## config.mk

```make
export PLATFORM = sky130hd
export DESIGN_NAME = screen_write_arbiter
export DESIGN_NICKNAME = d
export VERILOG_FILES = /design/src/rtl/screen_write_arbiter_pkg.sv /design/src/rtl/screen_write_arbiter_sweep_counter.sv /design/src/rtl/screen_write_arbiter.sv
export SDC_FILE = /design/constraint.sdc
export NUM_CORES = 1
export LEC_CHECK = 0
export ABC_AREA = 1
export CAP_MARGIN = 20
export CORE_UTILIZATION = 50
export DETAILED_ROUTE_END_ITERATION = 8
export PLACE_DENSITY = 0.77
export SYNTH_ARGS = -nofsm -noshare
export SYNTH_HDL_FRONTEND = slang
export SYNTH_SLANG_ARGS = --single-unit
```

## constraint.sdc

```tcl
create_clock -name clk -period 2.99 [get_ports clk]
set_clock_uncertainty 0.15 [all_clocks]
set_input_delay 0.598 -clock clk [delete_from_list [all_inputs] [get_ports clk]]
set_output_delay 0.598 -clock clk [all_outputs]
set_load 0.01 [all_outputs]
```

## src/rtl/screen_write_arbiter_pkg.sv

```systemverilog
// Shared screen geometry, fill character and arbiter state encoding for the
// character-screen write path (UART writer, arbiter, VGA text renderer).
package screen_write_arbiter_pkg;

  localparam int DEFAULT_SCREEN_ADDRESS_WIDTH  = 13;
  localparam int DEFAULT_HORIZONTAL_SLOT_COUNT = 80;
  localparam int DEFAULT_VERTICAL_SLOT_COUNT   = 60;
  localparam int DEFAULT_ROW_WIDTH             = 6;

  localparam logic [6:0] DEFAULT_CLEAR_CHAR = 7'h20;

  typedef enum logic [1:0] {
    IDLE,
    SWEEP_SCREEN,
    SWEEP_ROW
  } arb_state_e;

endpackage

```

## src/rtl/screen_write_arbiter_sweep_counter.sv

```systemverilog
// Address generator for a clear sweep: base + running offset, flagging the
// final address of a sweep of length len_i (len_i must be non-zero).
module sweep_counter
  import screen_write_arbiter_pkg::*;
#(
  parameter int ADDR_WIDTH = DEFAULT_SCREEN_ADDRESS_WIDTH
) (
  input  logic                  clk_i,
  input  logic                  rst_ni,
  input  logic                  start_i,
  input  logic                  en_i,
  input  logic [ADDR_WIDTH-1:0] base_i,
  input  logic [ADDR_WIDTH-1:0] len_i,
  output logic [ADDR_WIDTH-1:0] addr_o,
  output logic                  last_o
);

  logic [ADDR_WIDTH-1:0] base_q;
  logic [ADDR_WIDTH-1:0] lastIdx_q;
  logic [ADDR_WIDTH-1:0] cnt_q;

  // A start always wins over counting so back-to-back sweeps reload cleanly.
  always_ff @(posedge clk_i or negedge rst_ni) begin
    if (!rst_ni) begin
      base_q    <= '0;
      lastIdx_q <= '0;
      cnt_q     <= '0;
    end else if (start_i) begin
      base_q    <= base_i;
      lastIdx_q <= len_i - ADDR_WIDTH'(1);
      cnt_q     <= '0;
    end else if (en_i) begin
      cnt_q <= cnt_q + ADDR_WIDTH'(1);
    end
  end

  assign addr_o = base_q + cnt_q;
  assign last_o = (cnt_q == lastIdx_q);

endmodule

```

## src/rtl/screen_write_arbiter.sv

```systemverilog
// Owns the character-screen BRAM write port, sharing it between the UART
// writer (valid/ready) and the screen/row clear engine.
module screen_write_arbiter
  import screen_write_arbiter_pkg::*;
#(
  parameter int         SCREEN_ADDRESS_WIDTH  = DEFAULT_SCREEN_ADDRESS_WIDTH,
  parameter int         HORIZONTAL_SLOT_COUNT = DEFAULT_HORIZONTAL_SLOT_COUNT,
  parameter int         VERTICAL_SLOT_COUNT   = DEFAULT_VERTICAL_SLOT_COUNT,
  parameter logic [6:0] CLEAR_CHAR            = DEFAULT_CLEAR_CHAR,
  parameter int         ROW_WIDTH             = DEFAULT_ROW_WIDTH
) (
  input  logic                            clk,
  input  logic                            resetn,
  input  logic                            wr_valid,
  output logic                            wr_ready,
  input  logic [SCREEN_ADDRESS_WIDTH-1:0] wr_addr,
  input  logic [6:0]                      wr_data,
  input  logic                            clr_screen_req,
  input  logic                            clr_row_req,
  input  logic [ROW_WIDTH-1:0]            clr_row,
  output logic                            clr_busy,
  output logic                            clr_done,
  output logic                            bram_wen,
  output logic [SCREEN_ADDRESS_WIDTH-1:0] bram_addr,
  output logic [6:0]                      bram_data
);

  localparam int AW = SCREEN_ADDRESS_WIDTH;
  localparam logic [AW-1:0]        ROW_LEN    = AW'(HORIZONTAL_SLOT_COUNT);
  localparam logic [AW-1:0]        SCREEN_LEN = AW'(HORIZONTAL_SLOT_COUNT * VERTICAL_SLOT_COUNT);
  localparam logic [ROW_WIDTH:0]   ROW_LIMIT  = (ROW_WIDTH + 1)'(VERTICAL_SLOT_COUNT);

  arb_state_e           state_q, state_d;
  logic                 screenPend_q, screenPend_d;
  logic                 rowPend_q, rowPend_d;
  logic [ROW_WIDTH-1:0] rowIdx_q, rowIdx_d;

  logic                 wrWen_q;
  logic [AW-1:0]        wrAddr_q;
  logic [6:0]           wrData_q;
  logic                 clrDone_q;

  logic                 sweeping;
  logic                 sweepStart;
  logic [AW-1:0]        sweepBase;
  logic [AW-1:0]        sweepLen;
  logic [AW-1:0]        sweepAddr;
  logic                 sweepLast;
  logic                 rowValid;
  logic                 wrAccept;

  assign sweeping = (state_q != IDLE);
  assign rowValid = ({1'b0, clr_row} < ROW_LIMIT);
  assign wr_ready = (state_q == IDLE) & ~screenPend_q & ~rowPend_q
                  & ~clr_screen_req & ~clr_row_req & resetn;
  assign wrAccept = wr_valid & wr_ready;

  sweep_counter #(
    .ADDR_WIDTH (AW)
  ) u_sweep_counter (
    .clk_i   (clk),
    .rst_ni  (resetn),
    .start_i (sweepStart),
    .en_i    (sweeping),
    .base_i  (sweepBase),
    .len_i   (sweepLen),
    .addr_o  (sweepAddr),
    .last_o  (sweepLast)
  );

  // Requests seen during a sweep are folded into the pending flags first, so
  // the end-of-sweep selection treats same-cycle requests exactly like older ones.
  always_comb begin
    state_d      = state_q;
    screenPend_d = screenPend_q;
    rowPend_d    = rowPend_q;
    rowIdx_d     = rowIdx_q;
    sweepStart   = 1'b0;
    sweepBase    = '0;
    sweepLen     = '0;

    if (sweeping) begin
      if (clr_screen_req) screenPend_d = 1'b1;
      if (clr_row_req && rowValid && (state_q == SWEEP_ROW) && !screenPend_d) begin
        rowPend_d = 1'b1;
        rowIdx_d  = clr_row;
      end
    end

    if (state_q == IDLE) begin
      if (clr_screen_req) begin
        state_d    = SWEEP_SCREEN;
        sweepStart = 1'b1;
        sweepLen   = SCREEN_LEN;
      end else if (clr_row_req && rowValid) begin
        state_d    = SWEEP_ROW;
        sweepStart = 1'b1;
        sweepBase  = AW'(clr_row) * ROW_LEN;
        sweepLen   = ROW_LEN;
      end
    end else if (sweepLast) begin
      if (screenPend_d) begin
        state_d      = SWEEP_SCREEN;
        sweepStart   = 1'b1;
        sweepLen     = SCREEN_LEN;
        screenPend_d = 1'b0;
        rowPend_d    = 1'b0;
      end else if (rowPend_d) begin
        state_d    = SWEEP_ROW;
        sweepStart = 1'b1;
        sweepBase  = AW'(rowIdx_d) * ROW_LEN;
        sweepLen   = ROW_LEN;
        rowPend_d  = 1'b0;
      end else begin
        state_d = IDLE;
      end
    end
  end

  always_ff @(posedge clk or negedge resetn) begin
    if (!resetn) begin
      state_q      <= IDLE;
      screenPend_q <= 1'b0;
      rowPend_q    <= 1'b0;
      rowIdx_q     <= '0;
      clrDone_q    <= 1'b0;
    end else begin
      state_q      <= state_d;
      screenPend_q <= screenPend_d;
      rowPend_q    <= rowPend_d;
      rowIdx_q     <= rowIdx_d;
      clrDone_q    <= sweeping & sweepLast;
    end
  end

  // Writer output register; a write is only ever accepted in IDLE with no
  // request present, so it can never collide with a sweep write.
  always_ff @(posedge clk or negedge resetn) begin
    if (!resetn) begin
      wrWen_q  <= 1'b0;
      wrAddr_q <= '0;
      wrData_q <= '0;
    end else begin
      wrWen_q <= wrAccept;
      if (wrAccept) begin
        wrAddr_q <= wr_addr;
        wrData_q <= wr_data;
      end
    end
  end

  assign bram_wen  = sweeping | wrWen_q;
  assign bram_addr = sweeping ? sweepAddr : wrAddr_q;
  assign bram_data = sweeping ? CLEAR_CHAR : wrData_q;
  assign clr_busy  = sweeping | screenPend_q | rowPend_q;
  assign clr_done  = clrDone_q;

endmodule

```

== Word-level counts from Yosys, hierarchy flattened ==
Cells that the tools add are included.

* Register bits: 71
* Bits in latches: 0
* RAM bits: 0
* Bits in read-only memories: 0
* Bits of input ports: 31
* Output and inout bits: 24
* Logic and storage cells: 82
* Memories kept: 0

* Add/sub/neg operators: 3
* $mul: 2
* Divide/modulo/power cells: 0
* Order comparisons: 1
* Equality and inequality tests: 3
* Shift-type cells: 0
* Mux-type cells: 39
* Bitwise gates (word level): 14
* Reduce and logical (&&, ||, !) cells: 9

{| class="wikitable"
|+ Operators by type and width
! cell !! count
|-
| 13-bit 2-to-1 mux || 13
|-
| 7-bit 2-to-1 mux || 3
|-
| 6-bit by 3-bit multiplier with 9-bit output (second input constant) || 2
|-
| 1-bit 2-to-1 mux || 15
|-
| 13-bit by 1-bit adder with 13-bit output (second input constant) || 1
|-
| 13-bit adder || 1
|-
| 13-bit == test || 1
|-
| 13-bit by 1-bit subtractor with 13-bit output (second input constant) || 1
|-
| 2-bit 2-to-1 mux || 6
|-
| 6-bit 2-to-1 mux || 2
|-
| 1-bit AND || 7
|-
| 6-bit < comparator (second input constant) || 1
|-
| 2-bit nonzero test || 3
|-
| 1-bit inverter || 4
|-
| 1-bit logical AND || 3
|-
| 3-bit != test (second input constant) || 1
|-
| 1-bit bitwise OR || 3
|-
| 2-bit == test (second input constant) || 1
|-
| 2-bit logical NOT || 1
|-
| 2-bit AND reduction || 1
|-
| 1-bit logical NOT || 1
|}

== Longest topological paths before layout ==
Gate-level depths: netlist of run 1.

* Word-level depth: 11
* Mapped depth: 18
* Gate-level depth less buffers: 17

== Hierarchy ==
From an unflattened synthesis of run 1, not the netlist that was laid out.

* Cells, all modules: 720
* Area total of the unflattened synthesis: 4,938.5 sq um

{| class="wikitable"
|+ By module, submodules not included
! module !! times used !! cells an instance !! area an instance (sq um) !! sequential area each (sq um)
|-
| sweep_counter || 1 || 422 || 2,821.5 || 975.9
|-
| screen_write_arbiter || 1 || 298 || 2,117.0 || 800.8
|}

== Least setup slack after synthesis of run 1 ==
Ideal clock, no wire load.

* Path kind: input -> register
* Start point: in clr_screen_req
* End point: reg u_sweep_counter.base_q[11]
* Library setup time: 68 ps
* Arrival: 2,830 ps
* Required time: 2,772 ps
* Slack: -59 ps
* Stages: 17
* Buffers on the path: 1
* Path through: inv_2 -> nand2_2 -> nor2_4 -> nand3_2 -> buf_6 -> or2_0 -> o21ai_1 -> inv_1 -> ha_1 -> ha_1 -> fa_1 -> a21o_1 -> a21oi_1 -> nor2_1 -> nor2_1 -> nand2_1 -> nand3_1

* Cells in the longest elaborated chain, start to end: 11
* Elaborated cells between the ends (all ways): 20
* Classes of those cells: mul: 1; mux: 17; reduce/logical: 2

{| class="wikitable"
|+ Ends and longest elaborated chain
! what !! line !! source
|-
| from (decl) || screen_write_arbiter.sv:18 || <nowiki>input logic clr_screen_req,</nowiki>
|-
| 1-bit 2-to-1 mux || screen_write_arbiter.sv:83 || <nowiki>if (clr_screen_req) screenPend_d = 1'b1;</nowiki>
|-
| 1-bit 2-to-1 mux || screen_write_arbiter.sv:82 || <nowiki>if (sweeping) begin</nowiki>
|-
| 1-bit logical NOT || screen_write_arbiter.sv:84 || <nowiki>if (clr_row_req && rowValid && (state_q == SWEEP_ROW) && !screenPend_d) begin</nowiki>
|-
| 1-bit logical AND || screen_write_arbiter.sv:84 ||
|-
| 6-bit 2-to-1 mux || screen_write_arbiter.sv:84 ||
|-
| 6-bit 2-to-1 mux || screen_write_arbiter.sv:82 ||
|-
| via rowIdx_d[3] || screen_write_arbiter.sv:36 || <nowiki>logic [ROW_WIDTH-1:0] rowIdx_q, rowIdx_d;</nowiki>
|-
| 6-bit by 3-bit multiplier with 9-bit output || screen_write_arbiter.sv:111 || <nowiki>sweepBase = AW'(rowIdx_d) * ROW_LEN;</nowiki>
|-
| 13-bit 2-to-1 mux || screen_write_arbiter.sv:108 || <nowiki>end else if (rowPend_d) begin</nowiki>
|-
| 13-bit 2-to-1 mux || screen_write_arbiter.sv:102 || <nowiki>if (screenPend_d) begin</nowiki>
|-
| 13-bit 2-to-1 mux || screen_write_arbiter.sv:101 || <nowiki>end else if (sweepLast) begin</nowiki>
|-
| 13-bit 2-to-1 mux || screen_write_arbiter.sv:90 || <nowiki>if (state_q == IDLE) begin</nowiki>
|-
| to (signal assigned) || screen_write_arbiter_sweep_counter.sv:29 || <nowiki>base_q <= base_i;</nowiki>
|-
| to (decl) || screen_write_arbiter_sweep_counter.sv:18 || <nowiki>logic [ADDR_WIDTH-1:0] base_q;</nowiki>
|}

The timed path passes the listed nets, and every way through them passes these cells. The select of a mux whose other input is x is not followed.
A chain may end at the register's enable or synchronous reset.

== Worst setup path in the final report of run 1 ==
* Start point: reg u_sweep_counter.base_q[4]
* End point: out bram_addr[10]

* Cells in the longest elaborated chain, start to end: 2

{| class="wikitable"
|+ Ends and longest elaborated chain
! what !! line !! source
|-
| 13-bit adder || screen_write_arbiter_sweep_counter.sv:37 || <nowiki>assign addr_o = base_q + cnt_q;</nowiki>
|-
| 13-bit 2-to-1 mux || screen_write_arbiter.sv:153 || <nowiki>assign bram_addr = sweeping ? sweepAddr : wrAddr_q;</nowiki>
|-
| to (decl) || screen_write_arbiter.sv:24 || <nowiki>output logic [SCREEN_ADDRESS_WIDTH-1:0] bram_addr,</nowiki>
|}

Every way passes these cells.

==> results.py, run 1 <==
metrics = {
    "outcome": {
        "outcome": "completed",
    },
    "finish": {
        "seqCellArea_um2": 1580,
        "drive_above_1_share_pct": 20.5,
        "mostFrequentLayoutCell": "nand2_1",
        "fin_cells": 759,
        "layout_common_cells": "nand2_1 (177), inv_1 (63), dfrtp_1 (63)",
        "final_util_pct": 68.4,
        "fillers": 651,
        "multiInputGateArea_um2": 2180,
        "nets": 711,
        "n_antenna_cell": 0,
        "area_growth_pct": 31.4,
    },
    "sta": {
        "setup_viol": 0,
        "timing.final.hold_violations": 0,
        "tightestPinTransition_ns": 0.825,
        "period_needed_ns": 2.96,
        "max_freq_mhz": 337,
        "slew_violations": 0,
        "holdWs_ns": 0.327,
        "min_period_over_period_pct": 99.1,
        "slew_headroom_pct": 45.0,
        "tns_ns": 0,
        "fin_ws_ns": 0.0259,
        "grt_setup_unrepaired": "yes",
    },
    "routing": {
        "viasPerCell": 4.98,
        "wl_per_cell_um": 13.4,
        "drc": 0,
        "vias": 3780,
        "firstDrtPassIters": 5,
        "wl_mm": 10.2,
        "ant_nets": 0,
        "drt_iter0_markers": 251,
    },
    "clock_network": {
        "cts_made_buffers": 9,
        "clock_sinks": 63,
        "clk_latency_ns": 0.35,
        "root_buffer": "clkbuf_8",
        "clockBufferDepth": 2,
        "clk_pin_slew_ns": 0.07,
        "cts_tree": "built",
        "htreeDepth": 3,
    },
    "synth": {
        "yosysWarnings": 0,
        "syn_area_um2": 4040,
        "syn_area_per_cell_um2": 7.40,
        "syn-num-nets": 605,
        "ys_seq_area_share_pct": 39.0,
        "synth_seq_cells": 63,
        "ys_types": 38,
        "synthCells": 546,
    },
    "place": {
        "post-place-ws_ns": -0.473,
        "dp_cells": 736,
        "dp_hpwl_mm": 7.44,
        "io_buffers": 54,
        "gp_congestion": 0.888,
    },
    "hold_path": {
        "whs_path_depth": 2,
        "hold_class": "register to register",
    },
    "critical_path": {
        "path_cells": "ha_2 > inv_1 > fa_2 > inv_2 > nand3_2 > nand2_2 > nand2_1 > nand2_1 > a21oi_2 > or2_4 > nand3_2 > nand2_1 > buf_2",
        "worst_r2r_path_depth": 16,
        "cp_max_fo": 3,
        "crit_buf_inv": 3,
        "required_ns": 2.24,
        "worstSetupPathDepth": 13,
        "crit_path_end_kind": "output pin",
        "arrival_ns": 2.22,
        "critPathKind": "register to output pin",
        "path_delay_family": "simple AND/OR/NAND/NOR gates",
        "slowest_delay_ns": 0.41,
        "critical-path-slowest-cell": "dfrtp_1",
        "critPathLaunchType": "register",
        "critical_path.most_common_cell": "nand2_1",
    },
    "global_routing": {
        "grt_max_degree": 64,
        "antenna_found_initial": 0,
        "grt_pass1_vias": 3700,
        "grt_pass1_wl_mm": 17.0,
        "overflow": 0,
        "grt_usage_pct": 25.9,
    },
    "die": {
        "core_region_area_um2": 7770,
        "pin_count": 55,
        "die_w_um": 91.9,
        "core.rowCount": 32,
        "die_y_um": 91.9,
        "initial_core_util_pct": 52.0,
        "die-area_um2": 8440,
    },
    "pwr": {
        "vdd_ir_drop_max_mv": 0.359,
        "leakagePower_uw": 0.00282,
        "powerDensity_nw_per_um2": 680,
    },
    "job": {
        "cap_violations": 0,
    },
}
layout make-up:
type	count	share of cell area (%)
clock buffers	10	2.59
clock inverters	6	2.03
inverters	75	5.33
multi-input cells	398	41.1
flip-flops and latches	63	29.7
well taps	102	2.40
repair buffers	105	16.8
per-layer routing:
| layer | GRT usage [%] | part of all wire, % |
|---|---|---|
| met4 | 11.8 | 2.4 |
| met5 | 0 | 0 |
| met2 | 43.7 | 50 |
| met3 | 5.22 | 4.5 |
| met1 | 32.0 | 43 |
flip-flops by register name, summed over array words and instances, names as in the netlist:
name and cells:
clr_done 1, rowIdx_q 6, rowPend_q 1, screenPend_q 1, state_q 2, u_sweep_counter.base_q 9, u_sweep_counter.cnt_q 13, u_sweep_counter.lastIdx_q 9
wrAddr_q 13, wrData_q 7, wrWen_q 1
synthesized netlist by cell type:
library cell | number | area (um2)
a211oi_1 | 1 | 7.51
a21o_1 | 1 | 7.51
a21oi_1 | 22 | 110
buf_2 | 1 | 5.00
buf_6 | 6 | 67.6
clkbuf_1 | 3 | 11.3
clkinv_2 | 1 | 5.00
dfrtp_1 | 63 | 1580
fa_1 | 3 | 60.1
ha_1 | 25 | 313
inv_1 | 64 | 240
inv_2 | 10 | 37.5
nand2_1 | 182 | 683
nand2_2 | 10 | 62.6
nand2_4 | 1 | 11.3
nand3_1 | 27 | 135
nand3_2 | 3 | 30.0
nand3b_1 | 3 | 22.5
nand4_1 | 1 | 6.26
nand4_2 | 1 | 12.5
nor2_1 | 48 | 180
nor2_2 | 4 | 25.0
nor2_4 | 2 | 22.5
nor3_1 | 5 | 25.0
nor4_1 | 1 | 6.26
nor4_2 | 1 | 12.5
o211ai_1 | 1 | 7.51
o21a_1 | 1 | 7.51
o21ai_0 | 29 | 145
o21ai_1 | 1 | 5.00
o21ai_2 | 3 | 26.3
o21ai_4 | 1 | 16.3
o22ai_1 | 1 | 6.26
or2_0 | 2 | 12.5
or2_1 | 3 | 18.8
or2_2 | 5 | 31.3
xnor2_1 | 2 | 17.5
xor2_1 | 8 | 70.1
worst paths after layout:
| path | endpoint | slack (ns) | start |
|---|---|---|---|
| hold / removal | wrData_q[5]$_DFFE_PN0P_ | 0.33 | wrData_q[5]$_DFFE_PN0P_ |
| min in group asynchronous | u_sweep_counter.cnt_q[2]$_DFFE_PN0P_ | 0.34 | resetn |
| setup reg to reg | u_sweep_counter.base_q[11]$_DFFE_PN0P_ | 0.17 | state_q[0]$_DFFE_PN0P_ |
| setup / recovery | bram_addr[10] | 0.03 | u_sweep_counter.base_q[4]$_DFFE_PN0P_ |
| hold reg to reg | wrData_q[5]$_DFFE_PN0P_ | 0.33 | wrData_q[5]$_DFFE_PN0P_ |
| max in group asynchronous | u_sweep_counter.lastIdx_q[7]$_DFFE_PN0P_ | 1.82 | resetn |
tightest hold or removal path, cell delays in order, from the launching register on:
cell and delay (ns):
dfrtp_1 0.34, nand2_1 0.05, nand2_1 0.06
per-stage QoR:
stage                     total power, uW  cell area (um2)
after floorplan                      2040             4050
after detailed placement             2660             4960
final                                3610             5310
after global placement               2630             4960
after CTS                            3570             5240
after global routing                 3870             5310
what timing repair did:
action | 4_1_cts | 5_1_grt
hold buffers | 0 | 0
setup buffers | 6 | 1
pin swaps | 12 | 5
gates cloned | 0 | 0
gates resized for setup | 23 | 29
endpoints found under the setup margin | 9 | 10
power by group:
| group | switching [uW] | total, uW | internal (uW) |
|---|---|---|---|
| Combinational | 860 | 1530 | 667 |
| Sequential | 137 | 1160 | 1030 |
| Clock | 346 | 919 | 573 |
| Total | 1340 | 3610 | 2270 |
cell families (layout without fill, tap and decap cells):
group | count (synthesis) | in the layout | synth area share [%]
AND/OR/NAND/NOR | 299 | 299 | 32.1
XOR/XNOR | 10 | 10 | 2.17
adder cells (fa/ha/maj) | 28 | 28 | 9.23
AO/OA/AOI/OAI | 61 | 61 | 8.39
flip-flops | 63 | 63 | 39.0
buffers and inverters | 85 | 196 | 9.07
No activity file was read; power rests on OpenSTA's default activity.
==> inputs of run 2 (changes only) <==
--- a/config.mk
+++ b/config.mk
@@ -7,9 +7,9 @@
 export LEC_CHECK = 0
 export ABC_AREA = 1
 export CAP_MARGIN = 20
-export CORE_UTILIZATION = 50
+export CORE_UTILIZATION = 55
 export DETAILED_ROUTE_END_ITERATION = 8
-export PLACE_DENSITY = 0.77
+export PLACE_DENSITY = 0.8
 export SYNTH_ARGS = -nofsm -noshare
 export SYNTH_HDL_FRONTEND = slang
 export SYNTH_SLANG_ARGS = --single-unit
==> constraint.sdc (replaced) <==
create_clock -name clk -period 2.9 [get_ports clk]
set_clock_uncertainty 0.15 [all_clocks]
set_input_delay 0.58 -clock clk [delete_from_list [all_inputs] [get_ports clk]]
set_output_delay 0.58 -clock clk [all_outputs]
set_load 0.01 [all_outputs]
==> results.py, run 2 (synthesis gave the netlist of run 1 again) <==
metrics = {
    "outcome": {
        "outcome": "complete, but fails checks",
        "violations": "setup timing",
    },
    "critical_path": {
        "slowest_delay_ns": 0.39,
        "critPathLaunchType": "register",
        "worst_r2r_path_depth": 17,
        "path_cells": "ha_2 > inv_2 > fa_2 > inv_2 > nand3_2 > nand2_2 > nand2_2 > nand2_2 > a21oi_2 > or2_4 > nand3_2 > nand2_1 > buf_2",
        "cp_max_fo": 3,
        "critPathKind": "register to output pin",
        "crit_path_end_kind": "output pin",
        "required_ns": 2.17,
        "rr_startpoint": "screenPend_q$_DFF_PN0_",
        "path_delay_family": "simple AND/OR/NAND/NOR gates",
        "arrival_ns": 2.21,
        "r2r_slack_ns": 0.07,
        "r2r_end": "u_sweep_counter.base_q[10]$_DFFE_PN0P_",
        "critical-path-slowest-cell": "dfrtp_1",
        "critical_path.most_common_cell": "nand2_2",
        "crit_buf_inv": 3,
    },
    "sta": {
        "setup_viol": 1,
        "timing.final.hold_violations": 0,
        "fin_ws_ns": -0.0418,
        "grt_setup_unrepaired": "yes",
        "period_needed_ns": 2.94,
        "slew_headroom_pct": 46.6,
        "tightestPinTransition_ns": 0.801,
        "max_freq_mhz": 340,
        "slew_violations": 0,
        "min_period_over_period_pct": 101,
    },
    "finish": {
        "fillers": 501,
        "final_util_pct": 76.7,
        "mostFrequentLayoutCell": "nand2_1",
        "layout_common_cells": "nand2_1 (174), dfrtp_1 (63), inv_1 (60)",
        "area_growth_pct": 31.8,
        "drive_above_1_share_pct": 22.6,
        "fin_cells": 759,
        "n_antenna_cell": 0,
        "top_regs": "u_sweep_counter.cnt_q (13), wrAddr_q (13)",
        "nets": 717,
    },
    "clock_network": {
        "htreeDepth": 3,
        "clockBufferDepth": 2,
        "cts-hold-fix-buffers": 0,
        "cts_made_buffers": 9,
        "clock_sinks": 63,
        "clk_latency_ns": 0.35,
        "root_buffer": "clkbuf_8",
        "clk_pin_slew_ns": 0.08,
        "cts_tree": "built",
    },
    "pwr": {
        "totalPowerFinal_uw": 3590,
        "powerDensity_nw_per_um2": 674,
        "vdd_ir_drop_max_mv": 0.346,
        "leakagePower_uw": 0.00280,
    },
    "die": {
        "core_region_area_um2": 6940,
        "die_w_um": 87.7,
        "die_y_um": 87.7,
        "initial_core_util_pct": 58.2,
        "die-area_um2": 7690,
        "core.rowCount": 30,
        "pin_count": 55,
    },
    "hold_path": {
        "hold_end": "wrData_q[5]$_DFFE_PN0P_",
        "whs_path_depth": 2,
        "hold_class": "register to register",
        "holdCritStartpoint": "wrData_q[5]$_DFFE_PN0P_",
    },
    "global_routing": {
        "grt_usage_pct": 28.8,
        "antenna_found_initial": 0,
        "overflow": 0,
        "grt_pass1_vias": 3695,
        "grt_pass1_wl_mm": 17.0,
        "grt_max_degree": 64,
    },
    "routing": {
        "wl_mm": 10.8,
        "wl_per_cell_um": 14.3,
        "drt_iter0_markers": 260,
        "drc": 0,
        "firstDrtPassIters": 5,
        "vias": 3941,
        "ant_nets": 0,
        "viasPerCell": 5.19,
    },
    "place": {
        "gp_congestion": 0.922,
        "post-place-ws_ns": -0.491,
        "dp_hpwl_mm": 7.55,
        "dp_cells": 731,
        "io_buffers": 54,
    },
    "job": {
        "cap_violations": 0,
    },
}
==> run 2: cell type report <==
cell class                      instances  area, um2  area share, %
Tap cell                               96        120           2.26
Clock buffer                           10        128           2.40
Timing Repair Buffer                  111        937           17.6
Inverter                               75        283           5.31
Sequential cell                        63       1580           29.6
Multi-Input combinational cell        398       2220           41.7
Clock inverter                          6       61.3           1.15
==> run 2: how the worst max path moves through the flow <==
| stage | endpoint | slack (ns) | depth (start not counted) | start |
|---|---|---|---|---|
| 3_5_place_dp | u_sweep_counter.base_q[11]$_DFFE_PN0P_ | -0.49 | 17 | clr_row[2] |
| 3_3_place_gp | u_sweep_counter.base_q[11]$_DFFE_PN0P_ | -0.41 | 17 | clr_screen_req |
| 4_1_cts | bram_addr[10] | -0.07 | 13 | u_sweep_counter.base_q[4]$_DFFE_PN0P_ |
| 6_report | bram_addr[10] | -0.04 | 13 | u_sweep_counter.base_q[4]$_DFFE_PN0P_ |
| 5_1_grt | bram_addr[10] | -0.14 | 13 | u_sweep_counter.base_q[4]$_DFFE_PN0P_ |
| 2_1_floorplan | u_sweep_counter.base_q[11]$_DFFE_PN0P_ | -0.03 | 17 | clr_screen_req |
==> run 2: routing by layer <==
layer / track usage [%] / wire, um / vias up
li1: - / - / 1931
met1: 35.5 / 4430 / 1837
met2: 49.8 / 5410 / 137
met3: 5.28 / 586 / 36
met4: 11.9 / 406 / 0
met5: 0 / 0 / -
==> run 2: repair_timing <==
| action | CTS | global route |
|---|---|---|
| setup endpoints to repair | 11 | 11 |
| resized for setup | 31 | 41 |
| pin swaps | 12 | 16 |
| hold endpoints to repair | 0 | 0 |
| gates cloned | 0 | 0 |
| buffers inserted | 9 | 3 |
==> run 2: metrics by stage <==
stage                     TNS (ns)  hold slack [ns]  instance area, um2
after floorplan            -0.0344            0.134                4050
after global placement       -1.57            0.306                4960
after detailed placement     -2.04            0.311                4960
after CTS                  -0.0723            0.331                5240
after global routing        -0.232            0.356                5330
final                      -0.0418            0.326                5330
==> run 2: where the power goes <==
group	internal [uW]	leakage, uW	switching, uW
logic	711	0.00190	924
clock network	394	0.0000960	364
registers	1060	0.000806	140
==> run 2: tightest hold or removal path: stages, from the launching register on <==
cell     delay, ns
dfrtp_1       0.34
nand2_1       0.05
nand2_1       0.05
==> variant 1 (flow settings as in run 1) <==
The package constant `DEFAULT_ROW_WIDTH` goes from 6 to 7.
--- a/src/rtl/screen_write_arbiter_pkg.sv
+++ b/src/rtl/screen_write_arbiter_pkg.sv
@@ -5,7 +5,7 @@
   localparam int DEFAULT_SCREEN_ADDRESS_WIDTH  = 13;
   localparam int DEFAULT_HORIZONTAL_SLOT_COUNT = 80;
   localparam int DEFAULT_VERTICAL_SLOT_COUNT   = 60;
-  localparam int DEFAULT_ROW_WIDTH             = 6;
+  localparam int DEFAULT_ROW_WIDTH             = 7;
 
   localparam logic [6:0] DEFAULT_CLEAR_CHAR = 7'h20;
 
Interface: changed (resized clr_row); port bits go from 55 to 56. No check against the original RTL was run, so the function may have changed too.
==> variant 1 against run 1 <==
- critical path depth decreased by 2
- routed wire length increased by 7.9%
- critical endpoint is now bram_addr[12]
- area after synthesis increased by 4.4%
- sequential share of layout area decreased by 0.60 points
- worst setup slack improved by 20 ps
- sequential cell count increased by 1
- critical path type unchanged
- cell area increased by 3.7%
- cell count increased by 5.7%
- synthesized cell count increased by 8.1%
- power decreased by 7.0%
==> variant 1: results (changes against run 1) <==
Rel. slew slack 45.9% (was 45.0%); Sink Count 64 (was 63); fin util 67.4% (was 68.4%); number of multi-input combinational cells 429 (was 398); Net Count, Synth 654 (was 605); vias post-DR 4035 (was 3780); status complete, no violations (unchanged); sequential share of cell area 29.1% (was 29.7%); largest net degree at the start of global routing 65 (was 64); DRT iter0 DRCs 188 (was 251); adder-cell area share of the yosys netlist 10.0% (was 9.23%); fraction of the mapped netlist area in compound gates 6.02% (was 8.39%); Final #Nets 756 (was 711); switching share of total power 39.1% (was 37.2%); Max rail drop VDD 273 µV (was 359 µV); slowest cell delay on critical path 380 ps (was 410 ps); Clock-cell share 3.57% (was 4.62%); Non-clk invs 87 (was 75); XOR/XNOR share of the synthesized area 2.28% (was 2.17%); Crit path max-delay family adder cells (was simple AND/OR/NAND/NOR gates); WL/cell 13.7 µm (was 13.4 µm); Core ar. 8180 µm² (was 7770 µm²); Synth top cells by count nand2_1, inv_1, dfrtp_1 (unchanged); area of the multi-input gates 2360 µm² (was 2180 µm²); # Post-CTS Setup Buffers 0 (was 6); first-pass GRT wire length 18000 µm (was 17000 µm); Syn Inst Count 590 (was 546)
[variant 1: worst paths after layout]
check,start,to,slack (ps)
max reg2reg,screenPend_q,u_sweep_counter.base_q[12],330
max,u_sweep_counter.cnt_q[4],bram_addr[12],50
min,resetn,wrAddr_q[3],320
max in group asynchronous,resetn,u_sweep_counter.cnt_q[6],1770
min reg2reg,wrAddr_q[6],wrAddr_q[6],330
min in group clk,wrAddr_q[6],wrAddr_q[6],330
[variant 1: per-layer routing]
metal	wire, µm	track usage (%)	vias to the layer above
li1	-	-	2039
met1	4790	34.0	1859
met2	5290	44.5	108
met3	563	3.96	29
met4	359	13.1	0
met5	0	0	-
[variant 1: power by group through the flow]
| stage | Combinational [mW] | Sequential [mW] | Clock, mW |
|---|---|---|---|
| finish | 1.47 | 1.14 | 0.744 |
| global route | 1.64 | 1.15 | 0.801 |
| CTS | 1.47 | 1.13 | 0.754 |
| detailed placement | 1.47 | 1.14 | 0 |
| global placement | 1.43 | 1.14 | 0 |
| floorplan | 0.854 | 1.11 | 0 |
==> variant 2 (flow settings as in run 1) <==
Made on the original files. Make the reset (`resetn` and `rst_ni`) synchronous in 3 clocked blocks.
--- a/src/rtl/screen_write_arbiter_sweep_counter.sv
+++ b/src/rtl/screen_write_arbiter_sweep_counter.sv
@@ -20,7 +20,7 @@
   logic [ADDR_WIDTH-1:0] cnt_q;
 
   // A start always wins over counting so back-to-back sweeps reload cleanly.
-  always_ff @(posedge clk_i or negedge rst_ni) begin
+  always_ff @(posedge clk_i) begin
     if (!rst_ni) begin
       base_q    <= '0;
       lastIdx_q <= '0;
--- a/src/rtl/screen_write_arbiter.sv
+++ b/src/rtl/screen_write_arbiter.sv
@@ -117,7 +117,7 @@
     end
   end
 
-  always_ff @(posedge clk or negedge resetn) begin
+  always_ff @(posedge clk) begin
     if (!resetn) begin
       state_q      <= IDLE;
       screenPend_q <= 1'b0;
@@ -135,7 +135,7 @@
 
   // Writer output register; a write is only ever accepted in IDLE with no
   // request present, so it can never collide with a sweep write.
-  always_ff @(posedge clk or negedge resetn) begin
+  always_ff @(posedge clk) begin
     if (!resetn) begin
       wrWen_q  <= 1'b0;
       wrAddr_q <= '0;
Formal check against the unedited RTL: differs if resetn is asserted again (counterexample within 4 cycles, from zero or initial values and one cycle with resetn low); with resetn held inactive, the same outputs for 10 cycles.
==> variant 2 against run 1 <==
- sequential cell count is the same
- routed wire length increased by 1.7%
- via count rose by 7.4%
- global-route usage is 1.0 points lower
- cell area decreased by 0.42%
- non-clock buffer count down 2
- die area is 1.2% higher
- area after synthesis increased by 1.2%
- worst setup slack gained 34 ps
- fmax increased by 1.1%
- critical path depth decreased by 1
- critical path type unchanged
- critical endpoint is now bram_addr[12]
Power is not compared: it rests on default switching activity, and its combinational part moved more than twofold at a synthesized area within 25%.
==> variant 2: results (changes against run 1) <==
Syn Inst Count 603 (was 546); CP max FO 2 (was 3); Inst Count DP 788 (was 736); Post-synth ARST share 0% (was 100%); FF-to-FF path depth 17 (was 16); Post-Place Setup Slack -587 ps (was -473 ps); Crit path max-delay family adder cells (was simple AND/OR/NAND/NOR gates); Finished Layout Cells 808 (was 759); first-pass GRT wire length 16800 µm (was 17000 µm); layout cells sized above 1 20.0% (was 20.5%); placed cell areas 5010 µm² (was 4960 µm²); largest net degree at the start of global routing 37 (was 64); DRT iter0 DRCs 167 (was 251); R2R Path End u_sweep_counter.base_q[11] (unchanged); slowest cell delay on critical path 370 ps (was 410 ps); critical path's slowest cell dfxtp_2 (was dfrtp_1); WL/cell 12.8 µm (was 13.4 µm); hold endpoint wrData_q[6] (was wrData_q[5]); Synth area leaders dfxtp_1, nand2_1, nor2_1 (was dfrtp_1, nand2_1, ha_1); Tot GR Track Use 24.9% (was 25.9%); Rel. slew slack 64.4% (was 45.0%); Reg2Reg Setup Slack 150 ps (was 170 ps); number of fill cells 673 (was 651); Crit path arrival time 2180 ps (was 2220 ps); status complete, no violations (unchanged); Final #Nets 762 (was 711); unique cell type count in the Yosys netlist 39 (was 38); Via density 5.02 (was 4.98); WHS 302 ps (was 327 ps); vias in the first global route 3893 (was 3700); post-synthesis sequential area ratio 30.8% (was 39.0%)
[variant 2: cell count changes in the layout (fill, tap and decap cells not counted), moves of 4 or more]
cell and delta:
ha_2 -4, nand2_2 -8, nor2_2 +10, nand3_1 +13, nor2_4 +4, nand2_1 -43, nor2_1 +59, dfrtp_1 -63
inv_1 +5, xor2_1 +5, buf_4 -4, dfxtp_1 +61
[variant 2: kinds of logic (layout without fill, tap and decap cells)]
logic type / Yosys count / in the layout / share of synthesized area, %
compound gates: 64 / 64 / 9.39
xor+xnor: 15 / 15 / 3.21
fa+ha+maj: 29 / 29 / 9.42
buf+inv: 95 / 198 / 9.61
flops: 63 / 63 / 30.8
simple gates: 337 / 337 / 37.5
[variant 2: per-layer routing]
layer / share of wire, % / up-vias / global-route usage [%] / wire, µm
li1: - / 2090 / - / -
met1: 43 / 1861 / 29.0 / 4490
met2: 51 / 81 / 44.8 / 5250
met3: 3.5 / 26 / 4.43 / 365
met4: 2.5 / 0 / 9.90 / 263
met5: 0 / - / 0 / 0
[variant 2: worst max-delay path by stage]
stage | end | slack, ps | cells past startpoint
after global routing | u_sweep_counter.base_q[11] | -30 | 17
after detailed placement | u_sweep_counter.base_q[11] | -590 | 18
after CTS | bram_addr[10] | -60 | 13
final | bram_addr[12] | 60 | 12
after floorplan | u_sweep_counter.base_q[11] | -90 | 18
after global placement | u_sweep_counter.base_q[11] | -430 | 18
[variant 2: power groups by stage]
stage,Sequential [mW],Clock (mW),Combinational (mW)
floorplan,0.949,0,0.470
global placement,0.958,0,0.691
detailed placement,0.960,0,0.707
CTS,0.941,0.654,0.704
global route,0.950,0.681,0.808
finish,0.944,0.634,0.721
[variant 2: area by class of cell]
type	instances	area share, %
multi-input cells	445	47.9
flip-flops and latches	63	23.9
repair buffers	103	16.9
inverters	80	5.73
clock buffers	11	2.67
well taps	102	2.41
clock inverters	4	0.426
[variant 2: tightest hold or removal path, delay by kind of cell, from the launching register on]
family,cells,cell delay [ps]
flip-flops,1,300
AO/OA/AOI/OAI,1,50
buffers and inverters,1,60
[variant 2: what timing repair did]
| action | 4_1_cts | 5_1_grt |
|---|---|---|
| buffers inserted | 2 | 3 |
| endpoints found under the setup margin | 11 | 11 |
| resized for setup | 22 | 26 |
| pin swaps | 5 | 11 |
[variant 2: stage by stage]
step,utilization [%],total power [mW]
global placement,64.2,1.65
finish,67.7,2.30
detailed placement,64.2,1.67
global route,67.7,2.44
CTS,66.4,2.30
floorplan,-,1.42
